[src/rtl/bcd_pkg.sv]
// Shared types and sizing for the product BCD converter.
package bcd_pkg;

  localparam int WIDTH  = 8;
  localparam int DIGITS = 3;
  localparam int BCD_W  = 4 * DIGITS;

  // Wide enough to hold the value WIDTH itself, since the count starts there.
  function automatic int cnt_width(input int w);
    return $clog2(w + 1);
  endfunction

  localparam int CNT_W = cnt_width(WIDTH);

  typedef enum logic [1:0] {
    IDLE,
    SHIFT,
    DONE
  } state_t;

endpackage

[src/rtl/bcd_add3.sv]
// Double-dabble correction cell: a digit of 5 or more gets +3 before the shift.
module bcd_add3 (
  input  logic [3:0] din,
  output logic [3:0] dout
);

  assign dout = (din >= 4'd5) ? din + 4'd3 : din;

endmodule

[src/rtl/product_bcd_converter.sv]
// Iterative binary-to-BCD converter, one input bit per clock, with valid/ready on both sides.
//
// state | meaning
// IDLE  | waiting for a product, in_ready high
// SHIFT | add-3 and shift, WIDTH clocks
// DONE  | result held on bcd, out_valid high until consumed
module product_bcd_converter
  import bcd_pkg::*;
(
  input  logic             clk,
  input  logic             rst_n,
  input  logic             in_valid,
  output logic             in_ready,
  input  logic [WIDTH-1:0] in_data,
  output logic             out_valid,
  input  logic             out_ready,
  output logic [BCD_W-1:0] bcd
);

  state_t           state_q;
  state_t           state_d;
  logic [WIDTH-1:0] bin_sr;
  logic [BCD_W-1:0] scratch;
  logic [BCD_W-1:0] scratch_adj;
  logic [BCD_W-1:0] scratch_nxt;
  logic [CNT_W-1:0] cnt;
  logic             last_shift;

  for (genvar d = 0; d < DIGITS; d++) begin : g_add3
    bcd_add3 u_add3 (
      .din  (scratch[4*d +: 4]),
      .dout (scratch_adj[4*d +: 4])
    );
  end

  // The top bit of the digit chain falls off; DIGITS is sized so it is always zero.
  assign scratch_nxt = {scratch_adj[BCD_W-2:0], bin_sr[WIDTH-1]};
  assign last_shift  = (cnt == CNT_W'(1));

  always_comb begin
    state_d   = state_q;
    in_ready  = (state_q == IDLE);
    out_valid = (state_q == DONE);
    case (state_q)
      IDLE:    if (in_valid)   state_d = SHIFT;
      SHIFT:   if (last_shift) state_d = DONE;
      DONE:    if (out_ready)  state_d = IDLE;
      default: state_d = IDLE;
    endcase
  end

  always_ff @(posedge clk or negedge rst_n) begin
    if (!rst_n) begin
      state_q <= IDLE;
      bin_sr  <= '0;
      scratch <= '0;
      cnt     <= '0;
      bcd     <= '0;
    end else begin
      state_q <= state_d;
      case (state_q)
        IDLE: begin
          if (in_valid) begin
            bin_sr  <= in_data;
            scratch <= '0;
            cnt     <= CNT_W'(WIDTH);
          end
        end
        SHIFT: begin
          scratch <= scratch_nxt;
          bin_sr  <= {bin_sr[WIDTH-2:0], 1'b0};
          cnt     <= cnt - CNT_W'(1);
          if (last_shift) bcd <= scratch_nxt;
        end
        default: ;
      endcase
    end
  end

endmodule

[config.mk]
export PLATFORM = sky130hd
export DESIGN_NAME = product_bcd_converter
export DESIGN_NICKNAME = d
export VERILOG_FILES = /design/src/rtl/bcd_pkg.sv /design/src/rtl/bcd_add3.sv /design/src/rtl/product_bcd_converter.sv
export SDC_FILE = /design/constraint.sdc
export NUM_CORES = 1
export LEC_CHECK = 0
export BUFFER_PORTS_ARGS = -buffer_cell sky130_fd_sc_hd__buf_4
export CELL_PAD_IN_SITES_DETAIL_PLACEMENT = 0
export CELL_PAD_IN_SITES_GLOBAL_PLACEMENT = 2
export CORE_AREA = 5 5 86 68
export CTS_BUF_LIST = sky130_fd_sc_hd__clkbuf_8
export CTS_CLUSTER_SIZE = 12
export DETAILED_ROUTE_END_ITERATION = 6
export DIE_AREA = 0 0 91 73
export GPL_TIMING_DRIVEN = 0
export PLACE_DENSITY_LB_ADDON = 0.1
export SKIP_LAST_GASP = 1
export SYNTH_ARGS = -nofsm -noshare
export SYNTH_HDL_FRONTEND = slang
export SYNTH_SLANG_ARGS = --single-unit
[constraint.sdc]
create_clock -name clk -period 4.3 [get_ports clk]
set_clock_uncertainty 0.15 [all_clocks]
set_input_delay 0.215 -clock clk [delete_from_list [all_inputs] [get_ports clk]]
set_output_delay 0.215 -clock clk [all_outputs]
set_load 0.05 [all_outputs]
Yosys cells after proc, flatten, opt, wreduce, memory -nomap -nowiden
Cells that the tools add are included.
Operators by class
  add/subtract/negate cells: 4
  order comparisons: 3
  equal/unequal tests: 6
  multiplexer cells: 13
  reductions and logical operators: 5
Operators by type and width (count)
  12-bit case mux with 2 select lines: 1
  8-bit case mux with 2 select lines: 1
  4-bit by 3-bit greater-or-equal comparator with 1-bit output (second input constant): 3
  12-bit two-way mux: 1
  4-bit two-way mux: 3
  4-bit by 2-bit adder with 4-bit output (second input constant): 2
  8-bit two-way mux: 1
  4-bit case mux with 2 select lines: 1
  2-bit two-way mux: 3
  2-bit case mux with 3 select lines: 1
  4-bit by 1-bit equality test with 1-bit output (second input constant): 1
  2-bit != test (second input constant): 2
  2-bit AND reduction: 2
  4-bit by 1-bit subtractor with 4-bit output (second input constant): 1
  3-bit by 2-bit adder with 3-bit output (second input constant): 1
  3-bit two-way mux: 1
  3-bit AND reduction: 1
  2-bit by 1-bit equality test with 1-bit output (second input constant): 1
  2-bit equality test (second input constant): 1
  2-bit zero test: 1
  2-bit by 1-bit != test with 1-bit output (second input constant): 1
  2-bit nonzero test: 1
Word-level totals
  register bits: 38
  bits of input ports: 12
  output and inout bits: 14
  word-level logic and storage cells: 36

Longest topological paths before layout
Gate-level depths: netlist (run 1).
  depth in word-level cells: 3
  mapped depth: 7
  depth with buffers taken out: 6

By module
From an unflattened synthesis (run 1), not the netlist that was laid out.
Second synthesis, totals
  cell total of the unflattened synthesis: 166
  area, all modules: 1866.8 um^2
Modules (own cells, without submodules)
  product_bcd_converter: times used 1, cells each 118, area each 1562.7 um^2, sequential area each 950.9 um^2
  bcd_add3: times used 3, cells each 16, area each 101.3 um^2, sequential area each 0.0 um^2

Worst setup path before layout (run 1)
OpenSTA, ideal clock, no wires.
  path kind: reg-to-output
  start point: register state_q[1]
  end point: output port in_ready
  data arrival time: 1247 ps
  required time: 3935 ps
  setup slack: 2688 ps
  cell stages (with the launch flop): 3
  path buffers: 1
  cell sequence: dfrtp_1 -> clkbuf_1 -> nor2_1
Between the ends
  word-level cells in the longest chain between the ends: 1
Ends and longest elaborated chain
  start, declared: RTL line product_bcd_converter.sv:20  | state_t state_q;
  start signal, assigned: RTL line product_bcd_converter.sv:60  | state_q <= state_d;
  2-bit zero test: RTL line product_bcd_converter.sv:42  | in_ready = (state_q == IDLE);
  end, declared: RTL line product_bcd_converter.sv:13  | output logic in_ready,
Every way passes these cells.

Final worst setup path (run 1)
  start point: register state_q[1]
  end point: output port out_valid
Between the ends
  word-level cells in the longest chain between the ends: 1
Ends and longest elaborated chain
  2-bit equality test: RTL line product_bcd_converter.sv:43  | out_valid = (state_q == DONE);
  end, declared: RTL line product_bcd_converter.sv:15  | output logic out_valid,
Every way passes these cells.

==> flow_summary.toml, run 1 <==
[timing]
final_hold_viol_count = 0
min_period_ns = 1.90
slew_viol_final = 0
worst_pin_slew_ns = 0.495
worst_slack_ns = 2.40
period_share_pct = 44.2
setup_viol = 0
rsz0062_at_grt = "no"
setup-tns-final_ns = 0
relSlewSlack_pct = 67.0
max_freq_mhz = 527

[clock_tree]
htreeDepth = 2
cts_buffers = 5
post-cts-setup-buffers = 0
cts_resized = 0
cts_tree = "yes"
numClockSinks = 38
cts_hold_buf = 2
cts-root-buf = "clkbuf_8"
path_clk_slew_ns = 0.07
cts_buffer_depth = 2
clock_latency_ns = 0.29

[layout]
nets = 234
antennaDiodeCount = 0
stdcell_count = 275
area_delta_synth_final_pct = 18.7
fill_cells = 478
layout-drive-gt1-share_pct = 24.9

[grt]
grt_max_degree = 39
grt_overflow = 0
track_usage_pct = 13.7
antenna_found_initial = 0
first_global_vias = 1400
grt_pass1_wl_um = 7130

[die]
coreArea_um2 = 5040
rows = 23
die_h_um = 73
die_w_um = 91
start_util_pct = 38.3
die-area_um2 = 6640
io_pins = 26

[logic_synthesis]
synth_nets = 201
netlist_area_um2 = 1930
synth_edf_count = 0
syn_avg_cell_area_um2 = 10.7
ys_async_sr_fraction_pct = 100
seq_area_frac_synth_pct = 49.3
ys_ff_latch = 38
yosysTopAreaCellShare_pct = 49.3
synth.distinct_cells = 33
synth_top_area_cell = "dfrtp_1"
yosys_warnings = 0
synth.area.top_cells = "dfrtp_1 49%, o21ai_0 6.0%, ha_1 5.2%"
synth.most_common_cell = "dfrtp_1"
synth_common_cells = "38 x dfrtp_1, 23 x o21ai_0, 17 x nand2_1, 13 x a21oi_1, 10 x inv_1"
ys.flop_type = "dfrtp_1"
synthCells = 181

[power_and_ir_drop]
seq_power_share_pct = 35.8
powerDensity_nw_per_um2 = 784
p_sw_share_pct = 44.0
max-vdd-ir-drop_mv = 0.325
p_leak_nw = 1.08
p_clk_share_pct = 13.5
power.switching_mw = 0.790
intPower_mw = 1.01
power.total_mw = 1.80
p_comb_share_pct = 50.7

[routing]
via_per_inst = 5.14
postRouteAntennaNets = 0
routedWlPerCell_um = 15.4
vias = 1414
dr.pass1.iters = 4
dr.first_iter.drc_count = 45
wl_um = 4250
drc = 0

[place]
finalWeightedCongestion = 0.728
io_buffers = 24
hpwl_um = 2920
dp_slack_ns = 2.56
placed_cells = 267

[run_status]
status = "finished, final reports clean"

[worst_hold_path]
hold_class = "input port to flop"

[setup_path]
worstSetupPathType = "flop to output pin"
cp.required_ns = 3.93
worst_ep_arrival_time_ns = 1.53
cp_max_fo = 10
crit_path_end_kind = "output pin"
cp-start-kind = "flop"

[run]
drv.max_cap_violation_count = 0
-- worst max-delay path, stage by stage (launching register included) --
cell and delay [ns]:
dfrtp_1 0.41, clkbuf_1 0.42, nand2_1 0.15, inv_1 0.08
buf_4 0.19
-- area by class of cell --
class / instances / area [um^2] / area share (%)
multi-input cells: 126 / 897 / 39.2
plain buffers: 7 / 45.0 / 1.97
well taps: 62 / 77.6 / 3.39
inverters: 10 / 37.5 / 1.64
clock buffers: 6 / 82.6 / 3.60
flip-flops and latches: 38 / 951 / 41.5
repair buffers: 26 / 200 / 8.74
-- through the flow --
| stage | area, um^2 | hold WS, ns | util [%] |
|---|---|---|---|
| 2_1_floorplan | 1930 | -0.231 | - |
| 3_3_place_gp | 2190 | 0.0643 | 43.5 |
| 3_5_place_dp | 2190 | 0.0707 | 43.5 |
| 4_1_cts | 2290 | 0.00631 | 45.5 |
| 5_1_grt | 2290 | 0.0244 | 45.5 |
| 6_report | 2290 | 0.0191 | 45.5 |
-- metal layers --
metal  up-vias  track usage (%)  part of all wire, %
met2        27             19.2                   43
met3         7             3.61                  4.4
met1       681             20.2                   51
li1        699                -                    -
met5         -                0                    0
met4         0             4.89                  1.4
-- layout by cell type, fill, tap and decap left out, types with 6 or more instances in the layout --
cell,count
a22oi_1,6
clkbuf_8,6
nand2_1,17
inv_1,10
ha_1,8
dfrtp_1,38
a21oi_1,13
o21ai_0,23
nor2b_1,8
mux2_4,6
buf_4,26
-- cells by family after synthesis --
group                      after synthesis  synth area share (%)
AOI/OAI and AO/OA                       57                  18.6
and+or+nand+nor                         48                  14.6
DFF                                     38                  49.3
buffers and inverters                   17                  4.28
muxes                                   10                  6.74
adders and majority gates                8                  5.18
xor gates and xnor gates                 3                  1.36
-- power by group through the flow --
| stage | registers, mW | logic, mW | clock network (mW) |
|---|---|---|---|
| floorplan | 0.780 | 0.539 | 0 |
| global placement | 0.638 | 0.896 | 0 |
| detailed placement | 0.648 | 0.919 | 0 |
| CTS | 0.642 | 0.925 | 0.253 |
| global route | 0.663 | 1.00 | 0.266 |
| finish | 0.642 | 0.910 | 0.243 |
-- registers in the layout (all words and copies together) (netlist names) --
name     count
scratch     12
bin_sr       8
cnt          4
state_q      2
bcd         12
-- final timing paths --
kind,cells after the start,slack [ns],to,startpoint
max in group asynchronous,2,3.37,scratch[5],rst_n
worst min register to register,2,0.33,bcd[7],bcd[7]
min in group asynchronous,2,0.28,scratch[3],rst_n
worst min-delay path,2,0.02,bin_sr[0],in_data[0]
worst max-delay path,4,2.40,out_valid,state_q[1]
worst max register to register,6,2.56,bcd[6],scratch[4]
(Power assumes the default switching activity.)
==> run 2, diff against run 1 <==
--- a/config.mk
+++ b/config.mk
@@ -8,11 +8,11 @@
 export BUFFER_PORTS_ARGS = -buffer_cell sky130_fd_sc_hd__buf_4
 export CELL_PAD_IN_SITES_DETAIL_PLACEMENT = 0
 export CELL_PAD_IN_SITES_GLOBAL_PLACEMENT = 2
-export CORE_AREA = 5 5 86 68
+export CORE_AREA = 5 5 89 70
 export CTS_BUF_LIST = sky130_fd_sc_hd__clkbuf_8
 export CTS_CLUSTER_SIZE = 12
 export DETAILED_ROUTE_END_ITERATION = 6
-export DIE_AREA = 0 0 91 73
+export DIE_AREA = 0 0 94 75
 export GPL_TIMING_DRIVEN = 0
 export PLACE_DENSITY_LB_ADDON = 0.1
 export SKIP_LAST_GASP = 1
==> constraint.sdc (replaced) <==
create_clock -name clk -period 1.8 [get_ports clk]
set_clock_uncertainty 0.15 [all_clocks]
set_input_delay 0.09 -clock clk [delete_from_list [all_inputs] [get_ports clk]]
set_output_delay 0.09 -clock clk [all_outputs]
set_load 0.05 [all_outputs]
==> flow_summary.toml, run 2 (same netlist as run 1, synthesis figures left out) <==
[run_status]
status = "finished, final reports clean"

[setup_path]
worst_ep_arrival_time_ns = 1.75
crit_path_top_delay_cell = "dfrtp_1"
cp_max_fo = 5
r2r-end = "bcd[6]"
cp.required_ns = 1.82
r2r_start = "scratch[4]"
max_stage_delay_ns = 0.42
crit_start = "scratch[4]"
worstSetupPathType = "flop to flop"
rrSetupSlack_ns = 0.07
worstPathCellList = "inv_1, ha_2, nand2b_1, a21oi_2, mux2i_1, mux2_4"
crit_path_end_kind = "flop"
crit_end = "bcd[6]"
reg2reg_depth = 6
cp-start-kind = "flop"

[routing]
via_per_inst = 4.86
dr.first_iter.drc_count = 85
postRouteAntennaNets = 0
drc = 0
vias = 1449
wl_um = 4200
routedWlPerCell_um = 14.1
dr.pass1.iters = 5

[die]
io_pins = 26
die-area_um2 = 7050
rows = 23
coreArea_um2 = 5240
die_h_um = 75
start_util_pct = 36.9
die_w_um = 94

[clock_tree]
post-cts-setup-buffers = 0
numClockSinks = 38
htreeDepth = 2
cts_buffer_depth = 2
cts-root-buf = "clkbuf_8"
path_clk_slew_ns = 0.08
cts_tree = "yes"
clock_latency_ns = 0.28
cts_buffers = 5

[worst_hold_path]
hold_class = "input port to flop"

[place]
placed_cells = 280
finalWeightedCongestion = 0.747
hpwl_um = 2930
io_buffers = 24

[timing]
period_share_pct = 96.3
setup-tns-final_ns = 0
setup_viol = 0
relSlewSlack_pct = 67.5
worst_pin_slew_ns = 0.487
final_hold_viol_count = 0
max_freq_mhz = 577
min_period_ns = 1.73
rsz0062_at_grt = "yes"
slew_viol_final = 0

[run]
drv.max_cap_violation_count = 0

[layout]
top_regs = "bcd: 12 flops, scratch: 12 flops, bin_sr: 8 flops"
layout-drive-gt1-share_pct = 26.5
antennaDiodeCount = 0
area_delta_synth_final_pct = 25.6
stdcell_count = 298
postLayoutCoreUtil_pct = 46.3
mostFrequentLayoutCell = "dfrtp_1"
final_cell_mix = "38 x dfrtp_1, 26 x buf_4, 23 x o21ai_0"
nets = 242

[power_and_ir_drop]
powerDensity_nw_per_um2 = 1820
max-vdd-ir-drop_mv = 0.861
p_leak_nw = 1.13

[grt]
first_global_vias = 1419
grt_pass1_wl_um = 6940
track_usage_pct = 12.8
antenna_found_initial = 0
grt_max_degree = 39
grt_overflow = 0
-- run 2: cell count changes in the layout (fill, tap and decap cells not counted), sizes merged --
cell,delta
clkbuf,+2
dlygate4sd3,+8
-- run 2: worst max-delay path, delay by kind of cell (launching register included) --
family	cells	cell delay (ns)
AOI/OAI and AO/OA	1	0.21
adders and majority gates	1	0.23
buffers and inverters	1	0.11
DFF	1	0.42
muxes	2	0.41
and+or+nand+nor	1	0.09
-- run 2: worst min path at each step --
stage             start        end  slack [ns]  depth (start not counted)
4_1_cts        in_valid  bin_sr[2]        0.12                          4
3_5_place_dp      rst_n     bcd[5]       -0.06                          1
3_3_place_gp      rst_n     bcd[5]       -0.06                          1
2_1_floorplan     rst_n     bcd[0]       -0.36                          0
6_report       in_valid  bin_sr[2]        0.13                          4
5_1_grt        in_valid  bin_sr[2]        0.15                          4
-- run 2: final cells by class --
class                   instances  area [um^2]
flip-flops and latches         38          951
well taps                      75         93.8
multi-input cells             126          906
repair buffers                 34          280
plain buffers                   7         46.3
fillers                       511         2810
clock buffers                   8          110
inverters                      10         37.5
-- run 2: routing by layer --
metal,vias up,share of wire [%],wire length (um),global-route usage (%)
li1,717,-,-,-
met1,701,49,2070,17.6
met2,29,46,1920,19.9
met3,2,4.9,204,3.90
met4,0,0.24,10,3.37
met5,-,0,0,0
-- run 2: what timing repair did --
action,CTS,global route
cloned,0,0
hold buffers,10,0
endpoints found under the setup margin,1,5
gates resized for setup,1,3
hold endpoints to repair,47,0
-- run 2: metrics by stage --
step	cell area, um^2	hold slack (ns)	power (mW)	setup WS, ns
floorplan	1930	-0.356	3.15	0.216
global placement	2200	-0.0556	3.66	0.114
detailed placement	2200	-0.0558	3.73	0.0437
CTS	2420	0.121	4.45	0.0295
global route	2420	0.152	4.75	-0.0122
finish	2420	0.130	4.42	0.0665
-- run 2: where the power goes --
| group | internal, mW | switching (mW) | leakage, nW |
|---|---|---|---|
| combinational | 0.928 | 1.29 | 0.591 |
| clock | 0.387 | 0.288 | 0.0575 |
| sequential | 1.21 | 0.318 | 0.483 |
==> run 3, diff against run 2 <==
==> constraint.sdc (replaced) <==
create_clock -name clk -period 1.6 [get_ports clk]
set_clock_uncertainty 0.15 [all_clocks]
set_input_delay 0.08 -clock clk [delete_from_list [all_inputs] [get_ports clk]]
set_output_delay 0.08 -clock clk [all_outputs]
set_load 0.05 [all_outputs]
==> flow_summary.toml, run 3 (same netlist as run 1, synthesis figures left out) <==
[setup_path]
crit_path_end_kind = "flop"
worst_ep_arrival_time_ns = 1.61
cp-start-kind = "flop"
r2r-end = "bcd[6]"
crit_start = "cnt[1]"
rrSetupSlack_ns = 0.004
worstSetupPathType = "flop to flop"
cp.required_ns = 1.62
r2r_start = "cnt[1]"
reg2reg_depth = 6
cp_max_fo = 5
crit_end = "bcd[6]"

[timing]
relSlewSlack_pct = 67.9
rsz0062_at_grt = "yes"
worst_pin_slew_ns = 0.482
period_share_pct = 99.8
setup_viol = 0
max_freq_mhz = 626
slew_viol_final = 0
final_hold_viol_count = 0
min_period_ns = 1.60

[layout]
antennaDiodeCount = 0
layout-drive-gt1-share_pct = 41.6
mostFrequentLayoutCell = "buf_4"
multi_input_area_um2 = 1060
nets = 262
stdcell_count = 318
regArea_um2 = 955
final_cell_mix = "42 x buf_4, 35 x dfrtp_1, 20 x o21ai_0"
postLayoutCoreUtil_pct = 52.9
final_area_um2 = 2770
top_regs = "bcd: 12 flops, scratch: 12 flops, bin_sr: 8 flops"
fill_cells = 480
area_delta_synth_final_pct = 43.6

[power_and_ir_drop]
powerDensity_nw_per_um2 = 2090
max-vdd-ir-drop_mv = 0.998
p_leak_nw = 1.25

[place]
placed_cells = 280
place_area_um2 = 2200
io_buffers = 24
hpwl_um = 2930
finalWeightedCongestion = 0.747

[die]
coreArea_um2 = 5240
start_util_pct = 36.9
die_h_um = 75
rows = 23
io_pins = 26
die_w_um = 94
die-area_um2 = 7050

[routing]
via_per_inst = 4.95
wl_um = 4580
postRouteAntennaNets = 0
dr.pass1.iters = 4
drc = 0
vias = 1574
routedWlPerCell_um = 14.4
dr.first_iter.drc_count = 69

[grt]
grt_overflow = 0
grt.met1_usage_pct = 18.3
first_global_vias = 1550
use_met2_pct = 22.1
grt_pass1_wl_um = 7440
grt_util_met3_pct = 3.70
track_usage_pct = 13.7
grt_busiest_layer = "met2"
antenna_found_initial = 0
grt_max_degree = 39

[clock_tree]
numClockSinks = 38
cts_buffers = 5
path_clk_slew_ns = 0.08
cts-root-buf = "clkbuf_8"
cts_buffer_depth = 2
clock_latency_ns = 0.29
htreeDepth = 2
cts_tree = "yes"

[run]
drv.max_cap_violation_count = 0

[run_status]
status = "finished, final reports clean"

[worst_hold_path]
hold_class = "input port to flop"
[run 3: cell count changes in the layout (fill, tap and decap cells not counted), sizes merged]
cell | previous run | this run
buf | 30 | 48
clkbuf | 9 | 10
nand2 | 18 | 19
[run 3: cell type report]
cell class | instances | area share [%]
Multi-Input combinational cell | 127 | 38.1
Sequential cell | 38 | 34.4
Timing Repair Buffer | 53 | 16.5
Clock buffer | 8 | 3.97
Tap cell | 75 | 3.38
Buffer | 7 | 2.30
Inverter | 10 | 1.35
[run 3: worst max-delay path: stages (launching register included)]
cell and delay, ns:
dfrtp_1 0.39, inv_2 0.08, ha_4 0.11, nor3b_4 0.21, buf_12 0.16, nand2_8 0.07
mux2_4 0.31
[run 3: repair_timing]
action / in CTS / in global routing
hold buffers: 10 / 0
cloned: 0 / 2
endpoints found under the setup margin: 20 / 23
gates resized for setup: 18 / 30
setup buffers: 10 / 8
pin swaps: 4 / 7
endpoints found under the hold margin: 47 / 0
[run 3: worst min-delay path by stage]
stage                   from  slack (ns)  cells after the start   endpoint
floorplan              rst_n       -0.37                      0     bcd[0]
global placement       rst_n       -0.07                      1     bcd[5]
detailed placement     rst_n       -0.07                      1     bcd[5]
CTS                 in_valid        0.11                      4  bin_sr[2]
global route        in_valid        0.16                      4  bin_sr[2]
finish              in_valid        0.14                      4  bin_sr[4]
[run 3: layer usage]
layer	share of wire [%]	wire length (um)
met1	47	2130
met2	48	2190
met3	5.1	233
met4	0.50	23
met5	0	0
[run 3: report_power, final]
part | switching (mW) | internal (mW) | leakage, nW
clock | 0.328 | 0.435 | 0.0575
sequential | 0.395 | 1.37 | 0.479
combinational | 1.70 | 1.57 | 0.714
total | 2.42 | 3.38 | 1.25
[run 3: stage by stage]
stage	setup WS [ns]	total power [mW]	setup TNS (ns)	hold WS (ns)
2_1_floorplan	0.0160	3.54	0	-0.366
3_3_place_gp	-0.0862	4.12	-0.581	-0.0656
3_5_place_dp	-0.156	4.19	-1.13	-0.0658
4_1_cts	-0.0203	5.38	-0.107	0.111
5_1_grt	-0.0639	6.20	-0.488	0.158
6_report	0.00362	5.80	0	0.136
